===== config.mk =====
export PLATFORM = sky130hd
export DESIGN_NAME = fp_issue_ctrl
export DESIGN_NICKNAME = d
export VERILOG_FILES = /design/src/rtl/fp_ctrl_pkg.sv /design/src/rtl/fp_instr_decode.sv /design/src/rtl/fp_issue_ctrl.sv
export SDC_FILE = /design/constraint.sdc
export NUM_CORES = 1
export LEC_CHECK = 0
export BUFFER_PORTS_ARGS = -buffer_cell sky130_fd_sc_hd__buf_2
export CAP_MARGIN = 5
export CORE_MARGIN = 2
export CORE_UTILIZATION = 54
export DETAILED_ROUTE_END_ITERATION = 6
export GPL_ROUTABILITY_DRIVEN = 0
export PLACE_DENSITY = 0.85
export REMOVE_ABC_BUFFERS = 1
export SLEW_MARGIN = 15
export SYNTH_ARGS = -nofsm -noshare
export SYNTH_HDL_FRONTEND = slang
export SYNTH_SLANG_ARGS = --single-unit
export TNS_END_PERCENT = 20

===== constraint.sdc =====
create_clock -name clk -period 3.9 [get_ports clk]
set_input_delay 0.78 -clock clk [delete_from_list [all_inputs] [get_ports clk]]
set_output_delay 0.78 -clock clk [all_outputs]
set_load 0.02 [all_outputs]

===== src/rtl/fp_ctrl_pkg.sv =====
// Shared types and constants for the single-precision FP issue controller.
// Holds the decoded-op enum, the OP-FP opcode, funct7 groups and FSM encoding.
package fp_ctrl_pkg;

   typedef enum logic [3:0] {
      OP_NOP  = 4'd0,
      OP_ADD  = 4'd1,
      OP_SUB  = 4'd2,
      OP_MUL  = 4'd3,
      OP_DIV  = 4'd4,
      OP_SQRT = 4'd5,
      OP_MIN  = 4'd6,
      OP_MAX  = 4'd7,
      OP_EQ   = 4'd8,
      OP_LT   = 4'd9,
      OP_LE   = 4'd10
   } fp_op_t;

   typedef enum logic [1:0] {
      ST_IDLE  = 2'd0,
      ST_START = 2'd1,
      ST_WAIT  = 2'd2,
      ST_WB    = 2'd3
   } fsm_state_t;

   localparam logic [6:0] OPCODE_OPFP = 7'b1010011;

   localparam logic [6:0] F7_ADD    = 7'b0000000;
   localparam logic [6:0] F7_SUB    = 7'b0000100;
   localparam logic [6:0] F7_MUL    = 7'b0001000;
   localparam logic [6:0] F7_DIV    = 7'b0001100;
   localparam logic [6:0] F7_SQRT   = 7'b0101100;
   localparam logic [6:0] F7_MINMAX = 7'b0010100;
   localparam logic [6:0] F7_CMP    = 7'b1010000;

   // Rounding-mode encodings 101 and 110 are reserved; 111 (dynamic) passes through.
   function automatic logic rm_reserved(input logic [2:0] rm);
      return (rm == 3'b101) || (rm == 3'b110);
   endfunction

endpackage


===== src/rtl/fp_instr_decode.sv =====
// Combinational decoder for OP-FP single-precision instructions.
// Produces the op class, an illegal flag and whether the result goes to the integer file.
module fp_instr_decode
   import fp_ctrl_pkg::*;
(
   input  logic [31:0] instr,
   output fp_op_t      op,
   output logic        illegal,
   output logic        is_cmp
);

   logic [6:0] opcode;
   logic [6:0] funct7;
   logic [2:0] funct3;
   logic [4:0] rs2;
   logic       unused_fields;

   assign opcode        = instr[6:0];
   assign funct3        = instr[14:12];
   assign rs2           = instr[24:20];
   assign funct7        = instr[31:25];
   assign unused_fields = ^{instr[19:15], instr[11:7]};

   // Map funct7/funct3/rs2 to an op class; anything unmatched stays illegal.
   always_comb begin
      op      = OP_NOP;
      illegal = 1'b1;
      is_cmp  = 1'b0;
      if (opcode == OPCODE_OPFP) begin
         case (funct7)
            F7_ADD:  begin op = OP_ADD; illegal = rm_reserved(funct3); end
            F7_SUB:  begin op = OP_SUB; illegal = rm_reserved(funct3); end
            F7_MUL:  begin op = OP_MUL; illegal = rm_reserved(funct3); end
            F7_DIV:  begin op = OP_DIV; illegal = rm_reserved(funct3); end
            F7_SQRT: begin
               op      = OP_SQRT;
               illegal = rm_reserved(funct3) || (rs2 != 5'd0);
            end
            F7_MINMAX: begin
               case (funct3)
                  3'b000:  begin op = OP_MIN; illegal = 1'b0; end
                  3'b001:  begin op = OP_MAX; illegal = 1'b0; end
                  default: ;
               endcase
            end
            F7_CMP: begin
               is_cmp = 1'b1;
               case (funct3)
                  3'b010:  begin op = OP_EQ; illegal = 1'b0; end
                  3'b001:  begin op = OP_LT; illegal = 1'b0; end
                  3'b000:  begin op = OP_LE; illegal = 1'b0; end
                  default: ;
               endcase
            end
            default: ;
         endcase
      end
      if (illegal) begin
         op     = OP_NOP;
         is_cmp = 1'b0;
      end
   end

endmodule


===== src/rtl/fp_issue_ctrl.sv =====
// Issue/sequencing controller in front of the single-precision FP datapath.
// Accepts one instruction at a time, starts the FPU, times the op and strobes writeback.
// Optional performance counters are built when FP_PERF_CNT_EN is defined.
//
// Handshake: an instruction transfers on a rising edge where in_valid && in_ready
// are both 1 and flush is 0; in_ready depends only on state, never on in_valid,
// and the offerer must hold instr stable while in_valid is 1 and in_ready is 0.
module fp_issue_ctrl
   import fp_ctrl_pkg::*;
#(
   parameter int LAT_ADD  = 3,
   parameter int LAT_MUL  = 4,
   parameter int LAT_DIV  = 12,
   parameter int LAT_SQRT = 12,
   parameter int LAT_CMP  = 1
) (
   input  logic        clk,
   input  logic        rst,
   input  logic        in_valid,
   output logic        in_ready,
   input  logic [31:0] instr,
   input  logic        flush,
   output logic        fpu_start,
   output logic [3:0]  fpu_op,
   output logic [4:0]  fpu_rs1,
   output logic [4:0]  fpu_rs2,
   output logic [2:0]  fpu_rm,
   output logic        wb_valid,
   output logic [4:0]  wb_rd,
   output logic        wb_int,
   output logic        illegal,
   output logic        busy,
   output logic [1:0]  dbg_state
`ifdef FP_PERF_CNT_EN
   ,
   output logic [31:0] perf_issued,
   output logic [31:0] perf_busy,
   output logic [15:0] perf_illegal
`endif
);

   fsm_state_t state;
   fp_op_t     op_q;
   logic [4:0] cnt;
   logic       is_cmp_q;

   fp_op_t     dec_op;
   logic       dec_illegal;
   logic       dec_is_cmp;

   fp_instr_decode u_decode (
      .instr   (instr),
      .op      (dec_op),
      .illegal (dec_illegal),
      .is_cmp  (dec_is_cmp)
   );

   // Counter preload is LAT-1 so WAIT spends exactly LAT cycles.
   function automatic logic [4:0] lat_m1(input fp_op_t op);
      logic [4:0] r;
      case (op)
         OP_ADD, OP_SUB: r = 5'(LAT_ADD - 1);
         OP_MUL:         r = 5'(LAT_MUL - 1);
         OP_DIV:         r = 5'(LAT_DIV - 1);
         OP_SQRT:        r = 5'(LAT_SQRT - 1);
         default:        r = 5'(LAT_CMP - 1);
      endcase
      return r;
   endfunction

   assign in_ready  = (state == ST_IDLE) || (state == ST_WB);
   assign busy      = (state == ST_START) || (state == ST_WAIT);
   assign fpu_op    = op_q;
   assign dbg_state = state;

   // Issue FSM with registered pulses; rst beats flush, flush beats accept.
   always_ff @(posedge clk) begin
      if (rst) begin
         state     <= ST_IDLE;
         op_q      <= OP_NOP;
         fpu_rs1   <= 5'd0;
         fpu_rs2   <= 5'd0;
         fpu_rm    <= 3'd0;
         wb_rd     <= 5'd0;
         is_cmp_q  <= 1'b0;
         cnt       <= 5'd0;
         fpu_start <= 1'b0;
         wb_valid  <= 1'b0;
         wb_int    <= 1'b0;
         illegal   <= 1'b0;
      end else begin
         fpu_start <= 1'b0;
         wb_valid  <= 1'b0;
         wb_int    <= 1'b0;
         illegal   <= 1'b0;
         if (flush) begin
            // Flush in IDLE only blocks the accept; otherwise the op is abandoned.
            if (state != ST_IDLE) begin
               state   <= ST_IDLE;
               op_q    <= OP_NOP;
               fpu_rs1 <= 5'd0;
               fpu_rs2 <= 5'd0;
               fpu_rm  <= 3'd0;
               cnt     <= 5'd0;
            end
         end else begin
            case (state)
               ST_IDLE, ST_WB: begin
                  state <= ST_IDLE;
                  if (in_valid) begin
                     if (dec_illegal) begin
                        illegal <= 1'b1;
                     end else begin
                        state    <= ST_START;
                        op_q     <= dec_op;
                        fpu_rs1  <= instr[19:15];
                        fpu_rs2  <= instr[24:20];
                        fpu_rm   <= instr[14:12];
                        wb_rd    <= instr[11:7];
                        is_cmp_q <= dec_is_cmp;
                     end
                  end
               end
               ST_START: begin
                  fpu_start <= 1'b1;
                  cnt       <= lat_m1(op_q);
                  state     <= ST_WAIT;
               end
               ST_WAIT: begin
                  if (cnt == 5'd0) begin
                     state    <= ST_WB;
                     wb_valid <= 1'b1;
                     wb_int   <= is_cmp_q;
                  end else begin
                     cnt <= cnt - 5'd1;
                  end
               end
               default: state <= ST_IDLE;
            endcase
         end
      end
   end

`ifdef FP_PERF_CNT_EN
   // Event counters; a flushed op was still issued, so it stays counted.
   always_ff @(posedge clk) begin
      if (rst) begin
         perf_issued  <= 32'd0;
         perf_busy    <= 32'd0;
         perf_illegal <= 16'd0;
      end else begin
         if (in_valid && in_ready && !flush && !dec_illegal) perf_issued <= perf_issued + 32'd1;
         if (in_valid && in_ready && !flush && dec_illegal) perf_illegal <= perf_illegal + 16'd1;
         if (busy) perf_busy <= perf_busy + 32'd1;
      end
   end
`endif

endmodule


# Word-level counts from Yosys, hierarchy flattened
# Index checks and enable logic that the tools add are counted.
[word_totals] regBits=34 latch_bits=0 ram_bits=0 romBits=0 input_bits=36 output_inout_bits=30 n_memories=0
[classes] addsub=1 mul=0 div=0 n_lt_le_gt_ge=0 eq_ne=23 shift=0 mux=42 n_bitwise=6 n_reduce_logical=27
[ops] op="$mux 5" count=11
[ops] op="$pmux 4 s7" count=1
[ops] op="$mux 4" count=6
[ops] op="$pmux 4 s3" count=2
[ops] op="$mux 3" count=5
[ops] op="$eq 7x4->1 const B" count=2
[ops] op="$eq 7x7->1 const B" count=2
[ops] op="$reduce_or 4->1" count=3
[ops] op="$mux 1" count=10
[ops] op="$pmux 5 s2" count=1
[ops] op="$reduce_or 2->1" count=5
[ops] op="$eq 4x2->1 const B" count=2
[ops] op="$eq 4x3->1 const B" count=2
[ops] op="$reduce_and 4->1" count=2
[ops] op="$eq 7x3->1 const B" count=1
[ops] op="$eq 7x5->1 const B" count=1
[ops] op="$eq 7x6->1 const B" count=1
[ops] op="$logic_not 7->1" count=1
[ops] op="$eq 3x3->1 const B" count=2
[ops] op="$mux 2" count=3
[ops] op="$not 1->1" count=6
[ops] op="$pmux 2 s3" count=1
[ops] op="$pmux 3 s2" count=1
[ops] op="$reduce_bool 2->1" count=3
[ops] op="20 further kinds" count=25

# Logic depth before layout (Yosys ltp)
# Gate-level depths: netlist of the first run.
[depth] word_depth=9 mapped_depth=9

# Modules after synthesis
# A second synthesis of the first run with hierarchy kept.
[unflattened] cells_unflattened=174 hier_area_um2=1692.9
[modules_own_cells] mod="fp_issue_ctrl" instances=1 cells_each=135 area_each_um2=1402.6
[modules_own_cells] mod="fp_instr_decode" instances=1 cells_each=39 area_each_um2=290.3

# Worst setup path before layout of the first run
# No wires, ideal clock.
[synth_timing] kind="input-to-reg" start="in instr[23]" end="reg op_q[0] (netlist: fpu_op[0])" arrival_time_ns=2.227 required_ns=3.777 setup_slack_ns=1.549 stages=5 path_cell_list="or4_4 o31ai_4 a32oi_2 o21ai_4 mux2_1"
[synth_via] elab_chain_len=6
[synth_rtl] element="from (decl)" line="fp_issue_ctrl.sv:21" rtl="input logic [31:0] instr,"
[synth_rtl] element="$reduce_bool 5->1" line="fp_instr_decode.sv:37" rtl="illegal = rm_reserved(funct3) || (rs2 != 5'd0);"
[synth_rtl] element="$logic_or 1x1->1" line="fp_instr_decode.sv:37"
[synth_rtl] element="$pmux 1 s4" line="fp_instr_decode.sv:30" rtl="case (funct7)"
[synth_rtl] element="$mux 1" line="fp_instr_decode.sv:29" rtl="if (opcode == OPCODE_OPFP) begin"
[synth_rtl] element="$ne 2x2->1 (no source line)"
[synth_rtl] element="$reduce_and 4->1 (no source line)"
[synth_rtl] element="to (signal assigned)" line="fp_issue_ctrl.sv:115" rtl="op_q <= dec_op;"
[synth_rtl] element="to (decl)" line="fp_issue_ctrl.sv:43" rtl="fp_op_t op_q;"
# No other way between the ends.
# A chain may end at the register's enable or synchronous reset.

# Worst setup path in the final report of the first run
# Same ends and word-level chain as after synthesis.

==> results.txt, run 1 <==
Pwr dens: 287 nW/um^2
Worst r2r path cells: 7
Die width: 63.6 um
PnR worst setup slack: 1.37 ns
Syn Inst Count: 215
Multi-input logic area: 1110 um^2
Worst-path clk slew: 0.11 ns
Worst setup startpoint: instr[23]
RSZ-0062 raised after global routing: false
Initial core utilization: 0.570
Largest net degree at the start of global routing: 36
Final min period: 2.53 ns
Core area: 3360 um^2
Grt ovf: 0
Die Span Y: 63.6 um
Antenna diodes: 0
Critical Path RT: 4.15 ns
Setup CP Type: input pin to flip-flop
Area Overhead vs Synth: 18.6%
Initial antenna violation count: 0
FF-to-FF End: fpu_op[0]
Clock Sinks: 34
Period utilization: 0.650
Row cnt: 21
Reg2reg start: dbg_state[0]
DR vias: 1883
First-pass DRT Iterations: 5
VDD IR max: 0.167 mV
Vias in the first global route: 1760
Clock skew: 0.0131 ns
Max cap viols: 0
Post-route ant nets: 0
Placed cells: 312
Skew-Pair Late Insertion Delay: 0.36 ns
Status: complete, no violations
WP buf/inv: 1
CP startpoint kind: input pin
Final Non-Filler Cells: 320
Post-DR wirelength/cell: 13.9 um
Critical path capture point type: flip-flop
I/O pins: 66
Critical-path cell list: buf_2 > or4_4 > o31ai_4 > a32oi_2 > o21ai_4 > mux2_1
Post-CTS setup buffers: 0
CTS Hold Bufs: 0
Mapped Avg Cell Area: 8.92 um^2
Leakage: 0.864 nW
Synth Cell Area: 1920 um^2
Post-synthesis sequential area ratio: 0.355
DRT iter0 DRCs: 149
Final slew viol count: 0
Setup TNS: 0 ns
Root Driver: clkbuf_4
Synth Register Bits: 34
Layout cells sized above 1: 0.318
Hold Crit Start: fpu_rs2[2]
Slew Limit Headroom: 0.289
R2r setup slk: 1.52 ns
CTS tree: done
Worst hold path endpoint: fpu_rs2[2]
GRT Total Usage: 0.235
Num CTS Buffers: 5
Vias per std cell: 5.88
Tot Pwr: 0.653 mW
Register Area: 681 um^2
First-pass GRT wire length: 7.56 mm
Input/output buffers: 65
Nets: 314
Post-layout util: 0.676
Worst Hold Class: flip-flop to flip-flop
Cell family with most CP delay: compound AO/OA/AOI/OAI gates
Layout fillers: 284
Worst path slowest cell: or4_4
Fin. Hold Viols: 0
Total die area: 4040 um^2
Post-cts sizing count: 0
Pre-CTS setup slack: 0.998 ns
Synth warnings: 0
Max Root-Sink Buffers: 2
Fmax: 0.395 GHz
Slowest stage delay, CP: 0.54 ns
Data arrival, critical path: 2.78 ns
Crit-path max FO: 20
Hold Path Cell Cnt: 2
Post-synth cell types: 50
Setup-failing EPs final: 0
Least-Margin Pin Slew: 1.07 ns
DRC Markers: 0
Routed wire length: 4.46 mm
Post-detail-place hpwl: 3.09 mm
CTS H-tree depth: 2
[cell usage after synthesis, drive strengths merged]
| cell | n | share of area |
|---|---|---|
| o21ai | 12 | 0.037 |
| nor3b | 3 | 0.012 |
| clkbuf | 7 | 0.014 |
| nand4b | 14 | 0.064 |
| or4 | 1 | 0.0059 |
| or3 | 4 | 0.013 |
| mux2i | 3 | 0.016 |
| o41ai | 1 | 0.0046 |
| nand2 | 12 | 0.023 |
| nand3b | 3 | 0.012 |
| xor2 | 2 | 0.0091 |
| nand2b | 6 | 0.020 |
| o211ai | 14 | 0.065 |
| nor3 | 5 | 0.013 |
| a32oi | 1 | 0.0085 |
| nor4 | 2 | 0.014 |
| and2 | 2 | 0.0072 |
| a21oi | 28 | 0.073 |
| o32a | 1 | 0.0052 |
| a32o | 2 | 0.010 |
| a211o | 1 | 0.0046 |
| ha | 5 | 0.033 |
| nor2b | 1 | 0.0033 |
| xnor2 | 1 | 0.0046 |
| nand3 | 7 | 0.018 |
| mux2 | 1 | 0.0059 |
| or2 | 1 | 0.0033 |
| or2b | 2 | 0.0091 |
| inv | 8 | 0.016 |
| a31oi | 1 | 0.0033 |
| nor4bb | 1 | 0.0052 |
| a2111oi | 3 | 0.014 |
| nand4 | 1 | 0.0033 |
| a211oi | 3 | 0.012 |
| nor4b | 1 | 0.0046 |
| dfxtp | 34 | 0.35 |
| buf | 8 | 0.038 |
| a311oi | 1 | 0.0046 |
| a21boi | 1 | 0.0039 |
| nor2 | 9 | 0.018 |
| o31ai | 1 | 0.011 |
| o2bb2ai | 1 | 0.0046 |
[routing by layer]
metal / track usage / share of wire / vias up / routed length [um]
met5: 0 / 0 / - / 0
met4: 0.117 / 0.018 / 0 / 81
met3: 0.0571 / 0.075 / 8 / 334
met2: 0.393 / 0.47 / 64 / 2080
met1: 0.277 / 0.44 / 888 / 1960
li1: - / - / 923 / -
[metrics by stage]
step / area, um^2 / hold WS (ns)
floorplan: 1820 / 0.426
global placement: 2210 / 0.458
finish: 2270 / 0.470
detailed placement: 2210 / 0.459
global route: 2270 / 0.489
CTS: 2270 / 0.476
[worst max-delay path by stage]
| stage | end | depth (start not counted) |
|---|---|---|
| 2_1_floorplan | dbg_state[0] | 7 |
| 3_3_place_gp | fpu_op[0] | 6 |
| 3_5_place_dp | fpu_op[0] | 6 |
| 4_1_cts | fpu_op[0] | 6 |
| 5_1_grt | fpu_op[0] | 6 |
| 6_report | fpu_op[0] | 6 |
[where the power goes]
part	switching (mW)	leakage (nW)	total, mW	internal (mW)
combinational	0.0565	0.555	0.0909	0.0345
sequential	0.00165	0.274	0.351	0.350
clock	0.124	0.0353	0.211	0.0873
[tightest hold or removal path, stage by stage, from the launching register on]
cell	delay, ns
dfxtp_1	0.33
o211ai_2	0.05
a21oi_1	0.05
[cell usage in the layout, fill, tap and decap left out, drive strengths merged, types with 3 or more instances in the layout]
cell type / netlist / routed
ha: 5 / 5
inv: 8 / 8
clkbuf: 7 / 7
a2111oi: 3 / 3
nor2: 9 / 9
o211ai: 14 / 14
o21ai: 12 / 12
dfxtp: 34 / 34
nand2b: 6 / 6
a21oi: 28 / 28
a211oi: 3 / 3
nand4b: 14 / 14
buf: 8 / 66
nand2: 12 / 12
nand3b: 3 / 3
mux2i: 3 / 3
nor3: 5 / 5
nand3: 7 / 7
nor3b: 3 / 3
or3: 4 / 4
[final cells by class]
| class | count | area share |
|---|---|---|
| clock buffer | 7 | 0.0242 |
| clock inverter | 1 | 0.00220 |
| inverter | 8 | 0.0132 |
| multi-input combinational | 158 | 0.490 |
| sequential | 34 | 0.299 |
| tap | 46 | 0.0253 |
| timing repair buffer | 66 | 0.146 |
[registers in the layout (all words and copies together) (netlist names)]
name / count
wb_rd: 5
wb_int: 1
fpu_rs1: 5
fpu_rm: 3
fpu_rs2: 5
illegal: 1
cnt: 5
wb_valid: 1
dbg_state: 2
fpu_op: 4
fpu_start: 1
is_cmp_q: 1
[cell families (layout without fill, tap and decap cells)]
group / count (synthesis) / count (layout) / share of synthesized area
simple gates: 75 / 75 / 0.249
compound gates: 71 / 71 / 0.262
xor+xnor: 3 / 3 / 0.0137
buf+inv: 23 / 82 / 0.0672
fa+ha+maj: 5 / 5 / 0.0326
mux: 4 / 4 / 0.0215
flops: 34 / 34 / 0.355
Power figures use the tool's default switching activity.
==> inputs of run 2 (changes only) <==
--- a/config.mk
+++ b/config.mk
@@ -8,10 +8,10 @@
 export BUFFER_PORTS_ARGS = -buffer_cell sky130_fd_sc_hd__buf_2
 export CAP_MARGIN = 5
 export CORE_MARGIN = 2
-export CORE_UTILIZATION = 54
+export CORE_UTILIZATION = 50
 export DETAILED_ROUTE_END_ITERATION = 6
 export GPL_ROUTABILITY_DRIVEN = 0
-export PLACE_DENSITY = 0.85
+export PLACE_DENSITY = 0.8
 export REMOVE_ABC_BUFFERS = 1
 export SLEW_MARGIN = 15
 export SYNTH_ARGS = -nofsm -noshare
==> constraint.sdc (replaced) <==
create_clock -name clk -period 2.5 [get_ports clk]
set_input_delay 0.5 -clock clk [delete_from_list [all_inputs] [get_ports clk]]
set_output_delay 0.5 -clock clk [all_outputs]
set_load 0.02 [all_outputs]
==> results.txt, run 2 (synthesis results as in run 1) <==
Status: complete, no violations (unchanged)
Combinational share of power: 0.136 (was 0.139)
Placed cells: 322 (was 312)
Leakage: 0.915 nW (was 0.864 nW)
Post-cts sizing count: 0 (unchanged)
Psw: 0.291 mW (was 0.182 mW)
Switching share of power: 0.261 (was 0.278)
CTS Hold Bufs: 0 (unchanged)
Worst-path clk slew: 0.07 ns (was 0.11 ns)
Vias per std cell: 5.69 (was 5.88)
Cell mode on critical path: inv_1
Grt ovf: 0 (unchanged)
Fmax: 0.487 GHz
Final Non-Filler Cells: 330 (was 320)
Data arrival, critical path: 2.22 ns (was 2.78 ns)
Critical path capture point type: flip-flop (unchanged)
Post-DR wirelength/cell: 14.9 um (was 13.9 um)
VDD IR max: 0.293 mV (was 0.167 mV)
Seq pwr share: 0.491 (was 0.538)
Routed wire length: 4.90 mm (was 4.46 mm)
Setup CP Type: flip-flop to flip-flop (was input pin to flip-flop)
Nets: 322 (was 314)
Die width: 65.9 um (was 63.6 um)
Clk pwr share: 0.374 (was 0.323)
Total die area: 4350 um^2 (was 4040 um^2)
Fin. Hold Viols: 0 (unchanged)
Post-layout util: 0.647 (was 0.676)
Worst path slowest cell: dfxtp_1 (was or4_4)
Num CTS Buffers: 5 (unchanged)
Max Root-Sink Buffers: 2 (unchanged)
GRT Total Usage: 0.241 (was 0.235)
Max cap viols: 0 (unchanged)
Worst Hold Class: input pin to flip-flop (was flip-flop to flip-flop)
Root Driver: clkbuf_8 (was clkbuf_4)
First-pass GRT wire length: 8.22 mm (was 7.56 mm)
CTS tree: done (unchanged)
Cell family with most CP delay: compound AO/OA/AOI/OAI gates (unchanged)
Final Cell Area: 2370 um^2 (was 2270 um^2)
RSZ-0062 raised after global routing: false (unchanged)
Critical-path cell list: inv_1 > ha_1 > inv_1 > nand3b_1 > a211o_1 > o21ai_4 > mux2_1 (was buf_2 > or4_4 > o31ai_4 > a32oi_2 > o21ai_4 > mux2_1)
Pwr dens: 471 nW/um^2 (was 287 nW/um^2)
CTS H-tree depth: 2 (unchanged)
First-pass DRT Iterations: 4 (was 5)
Vias in the first global route: 1799 (was 1760)
Layout cells sized above 1: 0.337 (was 0.318)
Least-Margin Pin Slew: 0.496 ns (was 1.07 ns)
Initial core utilization: 0.524 (was 0.570)
Critical Path RT: 2.67 ns (was 4.15 ns)
DR vias: 1879 (was 1883)
CP startpoint kind: flip-flop (was input pin)
Post-route ant nets: 0 (unchanged)
Slowest stage delay, CP: 0.39 ns (was 0.54 ns)
Initial antenna violation count: 0 (unchanged)
Final slew viol count: 0 (unchanged)
Internal power: 0.825 mW (was 0.471 mW)
Antenna diodes: 0 (unchanged)
I/O pins: 66 (unchanged)
Dpl cell area: 2280 um^2 (was 2210 um^2)
DRT iter0 DRCs: 71 (was 149)
Area Overhead vs Synth: 23.5% (was 18.6%)
Row cnt: 22 (was 21)
Die Span Y: 65.9 um (was 63.6 um)
Commonest non-fill, non-tap cells in the layout: 65 x buf_2, 34 x dfxtp_1, 28 x a21oi_1 (unchanged)
Crit-path max FO: 4 (was 20)
Input/output buffers: 65 (unchanged)
Commonest non-fill, non-tap cell in the layout: buf_2 (unchanged)
Clock skew: 0.00590 ns (was 0.0131 ns)
Clock Sinks: 34 (unchanged)
Final min period: 2.05 ns
Setup-failing EPs final: 0 (unchanged)
WP buf/inv: 2 (was 1)
Slew Limit Headroom: 0.665 (was 0.289)
Largest net degree at the start of global routing: 26 (was 36)
Post-CTS setup buffers: 0 (unchanged)
Post-detail-place hpwl: 3.54 mm (was 3.09 mm)
Skew-Pair Late Insertion Delay: 0.28 ns (was 0.36 ns)
Core area: 3660 um^2 (was 3360 um^2)
Period utilization: 0.822
DRC Markers: 0 (unchanged)
==> run 2: cell count changes in the layout (fill, tap and decap cells not counted), sizes merged <==
cell / delta
buf: +8
==> run 2: worst paths after layout <==
path,end,slack (ns),depth (start not counted),from
hold / removal,wb_rd[4],0.47,3,instr[11]
hold reg to reg,fpu_rs2[2],0.47,2,fpu_rs2[2]
setup / recovery,fpu_op[0],0.45,7,dbg_state[0]
setup reg to reg,fpu_op[0],0.45,7,dbg_state[0]
==> run 2: power by group through the flow <==
stage          Combinational (mW)  Clock [mW]  Sequential (mW)
3_3_place_gp                0.147           0            0.560
3_5_place_dp                0.149           0            0.560
6_report                    0.151       0.417            0.548
5_1_grt                     0.165       0.448            0.548
2_1_floorplan              0.0672           0            0.564
4_1_cts                     0.150       0.424            0.548
==> run 2: worst register-to-register path, cell delays in order, from the launching register on <==
cell      delay (ns)
dfxtp_1         0.39
inv_1           0.08
ha_1            0.32
inv_1           0.14
nand3b_1        0.15
a211o_1         0.30
o21ai_4         0.22
mux2_1          0.34
==> run 2: per-layer routing <==
metal,up-vias,track usage,share of wire,wire length [um]
met5,-,0,0,0
met4,0,0.0893,0.012,59
met3,6,0.0460,0.048,235
met2,50,0.393,0.49,2380
met1,888,0.316,0.45,2230
li1,935,-,-,-
==> run 2: layout make-up <==
type                       count  area [um^2]
inverter                       8         30.0
timing repair buffer          74          393
sequential                    34          681
clock buffer                   7         86.3
tap                           48         60.1
multi-input combinational    158         1110
clock inverter                 1         5.00
fill                         329         1290
==> run 2: metrics by stage <==
step                setup TNS, ns  total power [mW]  hold WS, ns  worst slack (ns)
finish                          0              1.12        0.468             0.446
global route                    0              1.16        0.484             0.316
CTS                             0              1.12        0.463             0.445
detailed placement              0             0.710        0.462             0.221
global placement                0             0.707        0.455             0.287
floorplan                   -7.17             0.632        0.426            -0.386
==> inputs of run 3 (changes only) <==
--- a/config.mk
+++ b/config.mk
@@ -5,13 +5,14 @@
 export SDC_FILE = /design/constraint.sdc
 export NUM_CORES = 1
 export LEC_CHECK = 0
+export ABC_AREA = 1
 export BUFFER_PORTS_ARGS = -buffer_cell sky130_fd_sc_hd__buf_2
 export CAP_MARGIN = 5
 export CORE_MARGIN = 2
-export CORE_UTILIZATION = 50
+export CORE_UTILIZATION = 45
 export DETAILED_ROUTE_END_ITERATION = 6
 export GPL_ROUTABILITY_DRIVEN = 0
-export PLACE_DENSITY = 0.8
+export PLACE_DENSITY = 0.76
 export REMOVE_ABC_BUFFERS = 1
 export SLEW_MARGIN = 15
 export SYNTH_ARGS = -nofsm -noshare
==> constraint.sdc (replaced) <==
create_clock -name clk -period 1.85 [get_ports clk]
set_input_delay 0.37 -clock clk [delete_from_list [all_inputs] [get_ports clk]]
set_output_delay 0.37 -clock clk [all_outputs]
set_load 0.02 [all_outputs]
==> results.txt, run 3 <==
Status: complete, no violations (unchanged)
Post-detail-place hpwl: 3.43 mm (was 3.54 mm)
Post-synth cell types: 33 (was 50)
Core area: 4030 um^2 (was 3660 um^2)
Critical Path RT: 2.07 ns (was 2.67 ns)
EDFF count, synth: 0 (unchanged)
Vias per std cell: 5.08 (was 5.69)
Largest net degree at the start of global routing: 20 (was 26)
Cell type with the largest total area after synthesis: dfxtp_1 (unchanged)
Setup CP Type: flip-flop to flip-flop (unchanged)
Seq pwr share: 0.445 (was 0.491)
Skew-Pair Late Insertion Delay: 0.29 ns (was 0.28 ns)
Area Overhead vs Synth: 29.1% (was 23.5%)
Top cell type's share of synthesized area: 0.359 (was 0.355)
DRT iter0 DRCs: 88 (was 71)
Slew Limit Headroom: 0.811 (was 0.665)
Setup-failing EPs final: 0 (unchanged)
Tot Pwr: 1.72 mW (was 1.12 mW)
Critical path capture point type: flip-flop (unchanged)
Row cnt: 23 (was 22)
DR vias: 2008 (was 1879)
VDD IR max: 0.321 mV (was 0.293 mV)
Data arrival, critical path: 1.93 ns (was 2.22 ns)
Die width: 68.9 um (was 65.9 um)
Initial antenna violation count: 0 (unchanged)
Grt ovf: 0 (unchanged)
Worst Hold Class: input pin to flip-flop (unchanged)
Period utilization: 0.925 (was 0.822)
Internal power: 1.25 mW (was 0.825 mW)
Synth warnings: 0 (unchanged)
CTS Hold Bufs: 0 (unchanged)
Final min period: 1.71 ns (was 2.05 ns)
Async S/R FF share, synth: 0 (unchanged)
Pwr dens: 702 nW/um^2 (was 471 nW/um^2)
Max Root-Sink Buffers: 2 (unchanged)
CP startpoint kind: flip-flop (unchanged)
Commonest non-fill, non-tap cell in the layout: buf_2 (unchanged)
CTS tree: done (unchanged)
First-pass GRT wire length: 7.01 mm (was 8.22 mm)
Leakage: 1.18 nW (was 0.915 nW)
Max cap viols: 0 (unchanged)
Antenna diodes: 0 (unchanged)
Least-Margin Pin Slew: 0.284 ns (was 0.496 ns)
Post-synth top flop: dfxtp_1 (unchanged)
Top cells by count, synth: 47 x nand2_1, 34 x dfxtp_1, 33 x nor2_1 (was 34 x dfxtp_1, 28 x a21oi_1, 14 x nand4b_1)
Top-count cell post-synth: nand2_1 (was dfxtp_1)
PnR worst setup slack: 0.138 ns (was 0.446 ns)
Cell mode on critical path: inv_1 (unchanged)
Area contributors post-synth: dfxtp_1 36%, nand2_1 9.3%, nand3_1 6.6%, nor2_1 6.5%, inv_1 5.5% (was dfxtp_1 35%, a21oi_1 7.3%, nand4b_1 6.4%, o211ai_1 3.9%, ha_1 3.3%)
Post-route ant nets: 0 (unchanged)
Slowest stage delay, CP: 0.33 ns (was 0.39 ns)
Switching share of power: 0.271 (was 0.261)
Post-DR wirelength/cell: 11.6 um (was 14.9 um)
Input/output buffers: 65 (unchanged)
Mapped Avg Cell Area: 7.09 um^2 (was 8.92 um^2)
Vias in the first global route: 1671 (was 1799)
Total die area: 4740 um^2 (was 4350 um^2)
Die Span Y: 68.9 um (was 65.9 um)
Psw: 0.465 mW (was 0.291 mW)
GRT Total Usage: 0.196 (was 0.241)
Synth Register Bits: 34 (unchanged)
Routed wire length: 4.58 mm (was 4.90 mm)
Clk pwr share: 0.403 (was 0.374)
Clock Sinks: 34 (unchanged)
Cell family with most CP delay: buffers and inverters (was compound AO/OA/AOI/OAI gates)
Fin. Hold Viols: 0 (unchanged)
Worst-path clk slew: 0.08 ns (was 0.07 ns)
Layout cells sized above 1: 0.359 (was 0.337)
WP buf/inv: 4 (was 2)
Nets: 385 (was 322)
CTS H-tree depth: 2 (unchanged)
Synth Cell Area: 1890 um^2 (was 1920 um^2)
Syn Inst Count: 267 (was 215)
Post-synthesis sequential area ratio: 0.359 (was 0.355)
Initial core utilization: 0.470 (was 0.524)
Clock skew: 0.00534 ns (was 0.00590 ns)
First-pass DRT Iterations: 4 (unchanged)
Commonest non-fill, non-tap cells in the layout: 65 x buf_2, 46 x nand2_1, 34 x dfxtp_1 (was 65 x buf_2, 34 x dfxtp_1, 28 x a21oi_1)
Final slew viol count: 0 (unchanged)
Pre-CTS setup slack: 0.00597 ns (was 0.221 ns)
Num CTS Buffers: 5 (unchanged)
Crit-path max FO: 9 (was 4)
Fmax: 0.584 GHz (was 0.487 GHz)
Worst path slowest cell: dfxtp_1 (unchanged)
Combinational share of power: 0.153 (was 0.136)
DRC Markers: 0 (unchanged)
Critical-path cell list: inv_1 > ha_1 > inv_1 > nand2_1 > nor2_2 > nand4_1 > buf_4 > clkinv_2 > nand3_1 > o21ai_0 (was inv_1 > ha_1 > inv_1 > nand3b_1 > a211o_1 > o21ai_4 > mux2_1)
Root Driver: clkbuf_8 (unchanged)
I/O pins: 66 (unchanged)
run 3: cell types whose count changed after synthesis, moves of 5 or more:
cell      before  now
inv_1          8   28
o211ai_1      10    0
nand3_1        7   25
nor2_1         9   33
nand2_1       12   47
o21ai_0        5   20
inv_2          0    5
nor2_2         0   15
clkbuf_1       7    2
o21ai_2        0    7
o21ai_1        6    0
a21oi_1       28   13
nand4b_1      14    0
nand2b_1       6    0
run 3: area by class of cell:
type | instances | area [um^2]
Tap cell | 50 | 62.6
Sequential cell | 34 | 681
Multi-Input combinational cell | 194 | 1050
Fill cell | 370 | 1580
Timing Repair Buffer | 75 | 400
Clock inverter | 3 | 45.0
Inverter | 33 | 129
Timing Repair inverter | 1 | 5.00
Clock buffer | 5 | 68.8
run 3: cell families after synthesis:
family                     count (synthesis)  share of synthesized area
adders and majority gates                  5                     0.0330
AOI/OAI and AO/OA                         46                      0.143
buffers and inverters                     39                     0.0931
and+or+nand+nor                          143                      0.372
DFF                                       34                      0.359
run 3: worst reg2reg max path, cell delays in order (launching register included):
cell	delay, ns
dfxtp_1	0.33
inv_1	0.07
ha_1	0.31
inv_1	0.09
nand2_1	0.06
nor2_2	0.16
nand4_1	0.13
buf_4	0.19
clkinv_2	0.15
nand3_1	0.10
o21ai_0	0.08
run 3: layer usage:
layer	share of wire	up-vias	global-route usage	wire [um]
li1	-	1024	-	-
met1	0.46	916	0.255	2090
met2	0.46	57	0.302	2110
met3	0.059	11	0.0422	272
met4	0.021	0	0.103	98
met5	0	-	0	0
run 3: what timing repair did:
| item | CTS | global route |
|---|---|---|
| gates resized for setup | 1 | 5 |
| cloned | 0 | 1 |
| pin swaps | 0 | 3 |
| setup buffers | 0 | 3 |
| setup endpoints to repair | 1 | 26 |
run 3: worst paths after layout:
check / from / to / slack, ns / cells after the start
max reg2reg: dbg_state[0] / fpu_rm[0] / 0.14 / 10
max: dbg_state[0] / fpu_rm[0] / 0.14 / 10
min reg2reg: fpu_rs2[0] / fpu_rs2[0] / 0.47 / 2
min: instr[16] / fpu_rs1[1] / 0.31 / 3
run 3: power by group through the flow:
stage	registers, mW	clock network (mW)	logic [mW]
global route	0.766	0.727	0.295
global placement	0.780	0	0.247
floorplan	0.789	0	0.138
CTS	0.763	0.702	0.253
finish	0.763	0.691	0.262
detailed placement	0.780	0	0.252
run 3: through the flow:
step,hold WS [ns],setup TNS [ns],utilization,cells,cell area (um^2)
finish,0.310,0,0.607,395,2440
global route,0.319,-0.0416,0.607,395,2440
CTS,0.299,0,0.595,391,2400
detailed placement,0.455,0,0.566,383,2280
global placement,0.451,0,0.566,383,2280
floorplan,0.439,-4.89,-,261,1840
